[config.mk]
export PLATFORM = sky130hd
export DESIGN_NAME = parity_rx
export DESIGN_NICKNAME = d
export VERILOG_FILES = /design/src/rtl/parity_rx.sv
export SDC_FILE = /design/constraint.sdc
export NUM_CORES = 1
export LEC_CHECK = 0
export CAP_MARGIN = 40
export CORE_AREA = 3 3 73 47
export CTS_CLUSTER_SIZE = 14
export DETAILED_ROUTE_END_ITERATION = 6
export DIE_AREA = 0 0 76 50
export GPL_ROUTABILITY_DRIVEN = 0
export GPL_TIMING_DRIVEN = 0
export PLACE_DENSITY = 0.78
export RECOVER_POWER = 100
export SKIP_CTS_REPAIR_TIMING = 1
export SKIP_LAST_GASP = 1
export SLEW_MARGIN = 20
export SYNTH_ARGS = -nofsm -noshare
export SYNTH_HDL_FRONTEND = slang
export SYNTH_SLANG_ARGS = --single-unit
[constraint.sdc]
create_clock -name clk -period 3.48 [get_ports clk]
set_input_delay 0.696 -clock clk [delete_from_list [all_inputs] [get_ports clk]]
set_output_delay 0.696 -clock clk [all_outputs]
set_load 0.03 [all_outputs]
[src/rtl/parity_rx.sv]
// Serial parity receiver: after a start strobe, shifts in DATA_WIDTH bits LSB-first,
// then a parity bit. Presents the word with a one-cycle valid pulse and keeps a saturating error count.
module parity_rx #(
    parameter int DATA_WIDTH = 8,
    parameter int ERR_CNT_W  = 8
) (
    input  logic                  clk,
    input  logic                  rst_n,
    input  logic                  start,
    input  logic                  ser_in,
    input  logic                  odd_mode,
    input  logic                  err_clr,
    output logic [DATA_WIDTH-1:0] data_out,
    output logic                  valid,
    output logic                  parity_err,
    output logic                  busy,
    output logic [ERR_CNT_W-1:0]  err_count
);

    localparam int CNT_W = (DATA_WIDTH > 1) ? $clog2(DATA_WIDTH) : 1;
    localparam logic [CNT_W-1:0] LAST_BIT = CNT_W'(DATA_WIDTH - 1);

    typedef enum logic [1:0] {
        S_IDLE,
        S_SHIFT,
        S_PAR
    } state_t;

    state_t                r_state;
    state_t                w_state_next;
    logic [CNT_W-1:0]      r_bit_cnt;
    logic [DATA_WIDTH-1:0] r_shift;
    logic                  r_mode;
    logic                  w_accept;
    logic                  w_par_err;

    // In the PAR state ser_in carries the parity bit, so it joins the data in the check.
    assign w_par_err = (^{r_shift, ser_in}) != r_mode;

    always_ff @(posedge clk or negedge rst_n) begin
        if (!rst_n) begin
            r_state <= S_IDLE;
        end else begin
            r_state <= w_state_next;
        end
    end

    always_comb begin
        w_state_next = r_state;
        w_accept     = 1'b0;
        case (r_state)
            S_IDLE: begin
                if (start) begin
                    w_accept     = 1'b1;
                    w_state_next = S_SHIFT;
                end
            end
            S_SHIFT: begin
                if (r_bit_cnt == LAST_BIT) begin
                    w_state_next = S_PAR;
                end
            end
            S_PAR: begin
                w_state_next = S_IDLE;
            end
            default: begin
                w_state_next = S_IDLE;
            end
        endcase
    end

    always_ff @(posedge clk or negedge rst_n) begin
        if (!rst_n) begin
            r_bit_cnt  <= '0;
            r_shift    <= '0;
            r_mode     <= 1'b0;
            data_out   <= '0;
            valid      <= 1'b0;
            parity_err <= 1'b0;
            busy       <= 1'b0;
        end else begin
            valid <= 1'b0;
            if (w_accept) begin
                r_mode    <= odd_mode;
                r_bit_cnt <= '0;
                busy      <= 1'b1;
            end
            if (r_state == S_SHIFT) begin
                r_shift[r_bit_cnt] <= ser_in;
                r_bit_cnt          <= r_bit_cnt + CNT_W'(1);
            end
            if (r_state == S_PAR) begin
                data_out   <= r_shift;
                parity_err <= w_par_err;
                valid      <= 1'b1;
                busy       <= 1'b0;
            end
        end
    end

    // A clear on the PAR edge wins over counting that frame's error.
    always_ff @(posedge clk or negedge rst_n) begin
        if (!rst_n) begin
            err_count <= '0;
        end else if (err_clr) begin
            err_count <= '0;
        end else if ((r_state == S_PAR) && w_par_err && (err_count != '1)) begin
            err_count <= err_count + ERR_CNT_W'(1);
        end
    end

endmodule
=== Yosys cells after proc, flatten, opt, wreduce, memory -nomap -nowiden ===
Index checks and enable logic that the tools add are counted.

* Add/sub/neg operators: 2
* Magnitude comparators: 2
* Equal/unequal tests: 7
* Multiplexer cells: 15
* Reduce and logical (&&, ||, !) cells: 9

{| class="wikitable"
|+ Operators by type and width
! operator !! count
|-
| 8-bit 2-to-1 mux || 2
|-
| 9-bit parity || 1
|-
| 8-bit by 1-bit adder with 8-bit output (second input constant) || 1
|-
| 8-bit bitwise mux || 1
|-
| 8-bit inequality test (second input constant) || 1
|-
| 1-bit 2-to-1 mux || 6
|-
| 3-bit 2-to-1 mux || 2
|-
| 2-bit nonzero test || 3
|-
| 3-bit by 4-bit < comparator with 1-bit output (second input constant) || 1
|-
| 2-bit 2-to-1 mux || 2
|-
| 2-bit inequality test (second input constant) || 2
|-
| 2-bit case mux with 2 select lines || 1
|-
| 3-bit by 1-bit adder with 3-bit output (second input constant) || 1
|-
| 1-bit demux with 3-bit select || 1
|-
| 3-bit equality test (second input constant) || 1
|-
| 3-bit by 1-bit greater-or-equal comparator with 1-bit output (second input constant) || 1
|-
| 1-bit logical AND || 3
|-
| 2-bit by 1-bit equality test with 1-bit output (second input constant) || 1
|-
| 2-bit equality test (second input constant) || 1
|-
| 2-bit zero test || 1
|-
| 2-bit AND reduction || 1
|-
| 1-bit inequality test || 1
|}

* Register bits after elaboration: 33
* Input port bits: 6
* Output and inout bits: 19
* Logic and storage cells: 44

=== Longest topological paths before layout ===
* Word-level depth: 6
* Gate-level depth with buffers: 7
* Depth with buffers taken out: 6

=== Worst setup path after synthesis ===
OpenSTA, ideal clock, no wires.

* Path type: input-to-reg
* Start point: input port ser_in
* End point: register err_count[6]
* Setup time: 128 ps
* Arrival time: 1902 ps
* Data required time: 3352 ps
* Slack: 1451 ps
* Stages: 7
* Path buffers: 2
* Path through: buf_2 > xnor2_1 > xnor2_1 > xnor2_1 > buf_6 > nor4_1 > mux2_1

* Longest elaborated chain between the ends: 5

{| class="wikitable"
|+ RTL lines
! element !! RTL line !! source
|-
| start: declaration || 10 || <nowiki>input logic ser_in,</nowiki>
|-
| 9-bit parity || 38 || <nowiki>assign w_par_err = (^{r_shift, ser_in}) != r_mode;</nowiki>
|-
| 1-bit inequality test || 38 ||
|-
| 1-bit logical AND (2 in a row) || 107 || <nowiki>end else if ((r_state == S_PAR) && w_par_err && (err_count != '1)) begin</nowiki>
|-
| 2-bit nonzero test (no line) || n/a ||
|-
| end signal: assignment || 108 || <nowiki>err_count <= err_count + ERR_CNT_W'(1);</nowiki>
|-
| end: declaration || 17 || <nowiki>output logic [ERR_CNT_W-1:0] err_count</nowiki>
|}

No other way between the ends.
A chain may end at the register's enable or synchronous reset.

=== Final worst setup path ===
* Start point: register r_shift[7]
* End point: register err_count[0]

* Longest elaborated chain between the ends: 5

{| class="wikitable"
|+ RTL lines
! element !! RTL line !! source
|-
| start: declaration || 32 || <nowiki>logic [DATA_WIDTH-1:0] r_shift;</nowiki>
|-
| start signal: indexed assignment || 89 || <nowiki>r_shift[r_bit_cnt] <= ser_in;</nowiki>
|-
| 9-bit parity || 38 ||
|-
| 1-bit inequality test || 38 ||
|-
| 1-bit logical AND (2 in a row) || 107 ||
|-
| 2-bit nonzero test (no line) || n/a ||
|}

No other way between the ends.

==> out/qor.log <==
INFO  drt            drc=0
INFO  timing         tns=0ns
INFO  floorplanning  die_area=3800um2
INFO  clocking       cts.clk_slew.worst_paths=0.06ns
INFO  setup_path     setup.worst_path.start_class=register
INFO  logic_synthesis synth-warning-count=0
INFO  clocking       cts.path.max_buffers=2
INFO  logic_synthesis ys_seq_elements=33
INFO  timing         layout_setup_ws=1.23ns
INFO  timing         report.final.hold_viol_count=0
INFO  global_route   global_route.overflow_total=0
INFO  logic_synthesis netlist_instances=144
INFO  power          internal-power=994uW
INFO  drt            wire_per_inst=13.6um
INFO  global_route   number_of_antenna_violations_at_the_first_check_in_global_routing=0
INFO  timing         hold_ws=0.472ns
INFO  drt            first_drt_pass_iteration_count=4
INFO  cells_and_area antennaDiodeCount=0
INFO  power          powerDensity=875nW/um2
INFO  job            max_cap_viol_count=1
INFO  status         status=finished, violations left
INFO  drt            route.antenna.remaining_nets=0
INFO  timing         final-max-slew-violation-count=34
INFO  timing         worst_clock_skew=0.00618ns
INFO  cells_and_area number_of_fillers_in_the_final_layout=217
INFO  logic_synthesis syn_area_per_cell=10.9um2
INFO  clocking       cts.sinks=33
INFO  place          placed_area=1840um2
INFO  drt            detailroute.via_count=1124
INFO  power          clockPowerShare=0.159
INFO  drt            max_layer_used=met4
INFO  global_route   grt_pass1_vias=1095
INFO  drt            vias_per_cell=5.18
INFO  setup_path     critPathMaxFanout=10
INFO  cells_and_area mostFrequentLayoutCell=dfrtp_1
INFO  cells_and_area layout.cells.most_common_list=dfrtp_1, nand2_1, dlygate4sd3_1
INFO  drt            drt_wirelength=2950um
INFO  setup_path     crit_arrival=2.40ns
INFO  clocking       h-tree-depth=2
INFO  place          detailedPlace.worstSlack=1.28ns
INFO  min_path       hold-path-cell-count=2
INFO  cells_and_area finalNetCount=183
INFO  floorplanning  placementRows=15
INFO  clocking       cts_tree=done
INFO  drt            dr.first_iter.drc_count=104
INFO  drt            detailed_routed_wire_length_on_met3=146um
INFO  logic_synthesis ys_top_cells_by_area=dfrtp_1, mux2_2, nand2_1
INFO  place          port-buffer-count=23
INFO  power          sw_frac_of_total=0.403
INFO  clocking       clk-insertion-delay-late=0.27ns
INFO  power          total_power=1670uW
INFO  power          power_frac_seq=0.373
INFO  setup_path     worst-endpoint-required=3.63ns
INFO  logic_synthesis synth.yosys.seq_area_share=0.528
INFO  power          power.combinational.fraction=0.468
INFO  logic_synthesis synth-edff-count=0
INFO  timing         finalWorstPathRequiredPeriod=2.25ns
INFO  cells_and_area post_route_cells_drive_above_1_share=0.103
INFO  logic_synthesis netlist_area=1560um2
INFO  power          max-vdd-ir-drop=0.450mV
INFO  min_path       worst_hold_path_class=register to register
INFO  place          place_hpwl=2180um
INFO  cells_and_area fin_area=1900um2
INFO  logic_synthesis synthArstFlopShare=1.00
INFO  floorplanning  initial_standard_cell_utilization_of_the_core=0.552
INFO  setup_path     worstRegToRegCells=6
INFO  clocking       cts_inserted_buffers=5
INFO  floorplanning  die_h=50um
INFO  power          total_switching_power=671uW
INFO  floorplanning  top_level_ports=25
INFO  setup_path     timing.setup.critical_path_class=register to register
INFO  timing         max_clk_rate=0.444GHz
INFO  drt            met2_length=1300um
INFO  timing         headroom_to_the_max_slew_limit=-0.117
INFO  logic_synthesis synth_largest_type_area_fraction=0.528
INFO  drt            metal_1_wl=1460um
INFO  floorplanning  core_area=2830um2
INFO  global_route   grt_max_degree=34
INFO  setup_path     regToRegSetupSlack=1.23ns
INFO  status         violations_in_the_final_reports=max-capacitance violations, max-slew violations
INFO  floorplanning  die-width=76um
INFO  power          power_leakage=0.000872uW
INFO  global_route   grt_first_pass_wirelength=5220um
INFO  timing         setup-violations-final=0
INFO  timing         worstMarginPinSlew=1.68ns
INFO  global_route   gr-usage-all-layers=0.179
INFO  cells_and_area area_growth=21.6%
INFO  setup_path     timing.critical_path.to_type=register
INFO  clocking       cts-root-buf=clkbuf_8
INFO  logic_synthesis syn-num-nets=153
INFO  timing         setup_repair_after_global_routing_missed_its_margin=no
INFO  logic_synthesis synth.largest_area_cell=dfrtp_1
INFO  logic_synthesis ys.flop_type=dfrtp_1
INFO  timing         timing.final.crit_share=0.647
INFO  logic_synthesis synth_cell_type_count=36
## final timing paths
kind	endpoint	from
max in group asynchronous	busy	rst_n
min reg2reg	data_out[4]	data_out[4]
max	err_count[0]	r_shift[7]
max reg2reg	err_count[0]	r_shift[7]
min in group asynchronous	data_out[5]	rst_n
min	data_out[4]	data_out[4]
## power groups by stage
stage,clock network [uW],logic (uW),registers (uW)
2_1_floorplan,0,610,687
3_3_place_gp,0,880,618
3_5_place_dp,0,898,629
4_1_cts,273,900,623
5_1_grt,292,852,642
6_report,265,778,621
## flip-flops by register name, indices dropped and copies added, names as in the netlist
| name | cells |
|---|---|
| r_shift | 8 |
| err_count | 8 |
| busy | 1 |
| r_bit_cnt | 3 |
| r_state | 2 |
| parity_err | 1 |
| data_out | 8 |
| valid | 1 |
| r_mode | 1 |
## layout make-up
cell class / count / area (um2) / area share
sequential: 33 / 826 / 0.434
inverter: 1 / 3.75 / 0.00197
multi-input combinational: 105 / 696 / 0.366
clock buffer: 8 / 80.1 / 0.0421
tap: 42 / 52.6 / 0.0276
timing repair buffer: 23 / 224 / 0.118
buffer: 5 / 20.0 / 0.0105
## worst max-delay path, cell delays in order, from the launching register on
cell and delay [ns]:
dfrtp_1 0.40, xnor2_1 0.29, xnor3_1 0.38, xnor2_1 0.25, clkbuf_1 0.34, nor2_1 0.13
mux2_1 0.34
## per-layer routing
layer | up-vias | track usage
met1 | 536 | 0.259
li1 | 552 | -
met5 | - | 0
met2 | 32 | 0.253
met3 | 4 | 0.0511
met4 | 0 | 0.0723
## Yosys cell counts, types with 2 or more instances
| cell | count |
|---|---|
| nor2b_1 | 8 |
| or4_1 | 2 |
| a22o_1 | 2 |
| nor2_1 | 7 |
| o31ai_1 | 2 |
| ha_1 | 3 |
| clkbuf_1 | 3 |
| mux2_4 | 2 |
| nand4_1 | 2 |
| nor3b_1 | 2 |
| nand3_1 | 5 |
| nand3b_1 | 2 |
| a21oi_1 | 4 |
| dfrtp_1 | 33 |
| o21ai_0 | 2 |
| nand2b_1 | 3 |
| nand2_1 | 29 |
| xnor2_1 | 6 |
| mux2_2 | 10 |
## stage by stage
step / utilization / std cells
2_1_floorplan: - / 144
3_3_place_gp: 0.652 / 209
3_5_place_dp: 0.650 / 209
4_1_cts: 0.678 / 217
5_1_grt: 0.671 / 217
6_report: 0.671 / 217
## cells by family (layout without fill, tap and decap cells)
family | after synthesis | after routing | synth area share
xor+xnor | 8 | 8 | 0.0536
flops | 33 | 33 | 0.528
mux | 14 | 14 | 0.105
buf+inv | 6 | 37 | 0.0200
compound gates | 13 | 13 | 0.0528
simple gates | 67 | 67 | 0.217
fa+ha+maj | 3 | 3 | 0.0240
Note: power is estimated with default switching activity, not from simulation.
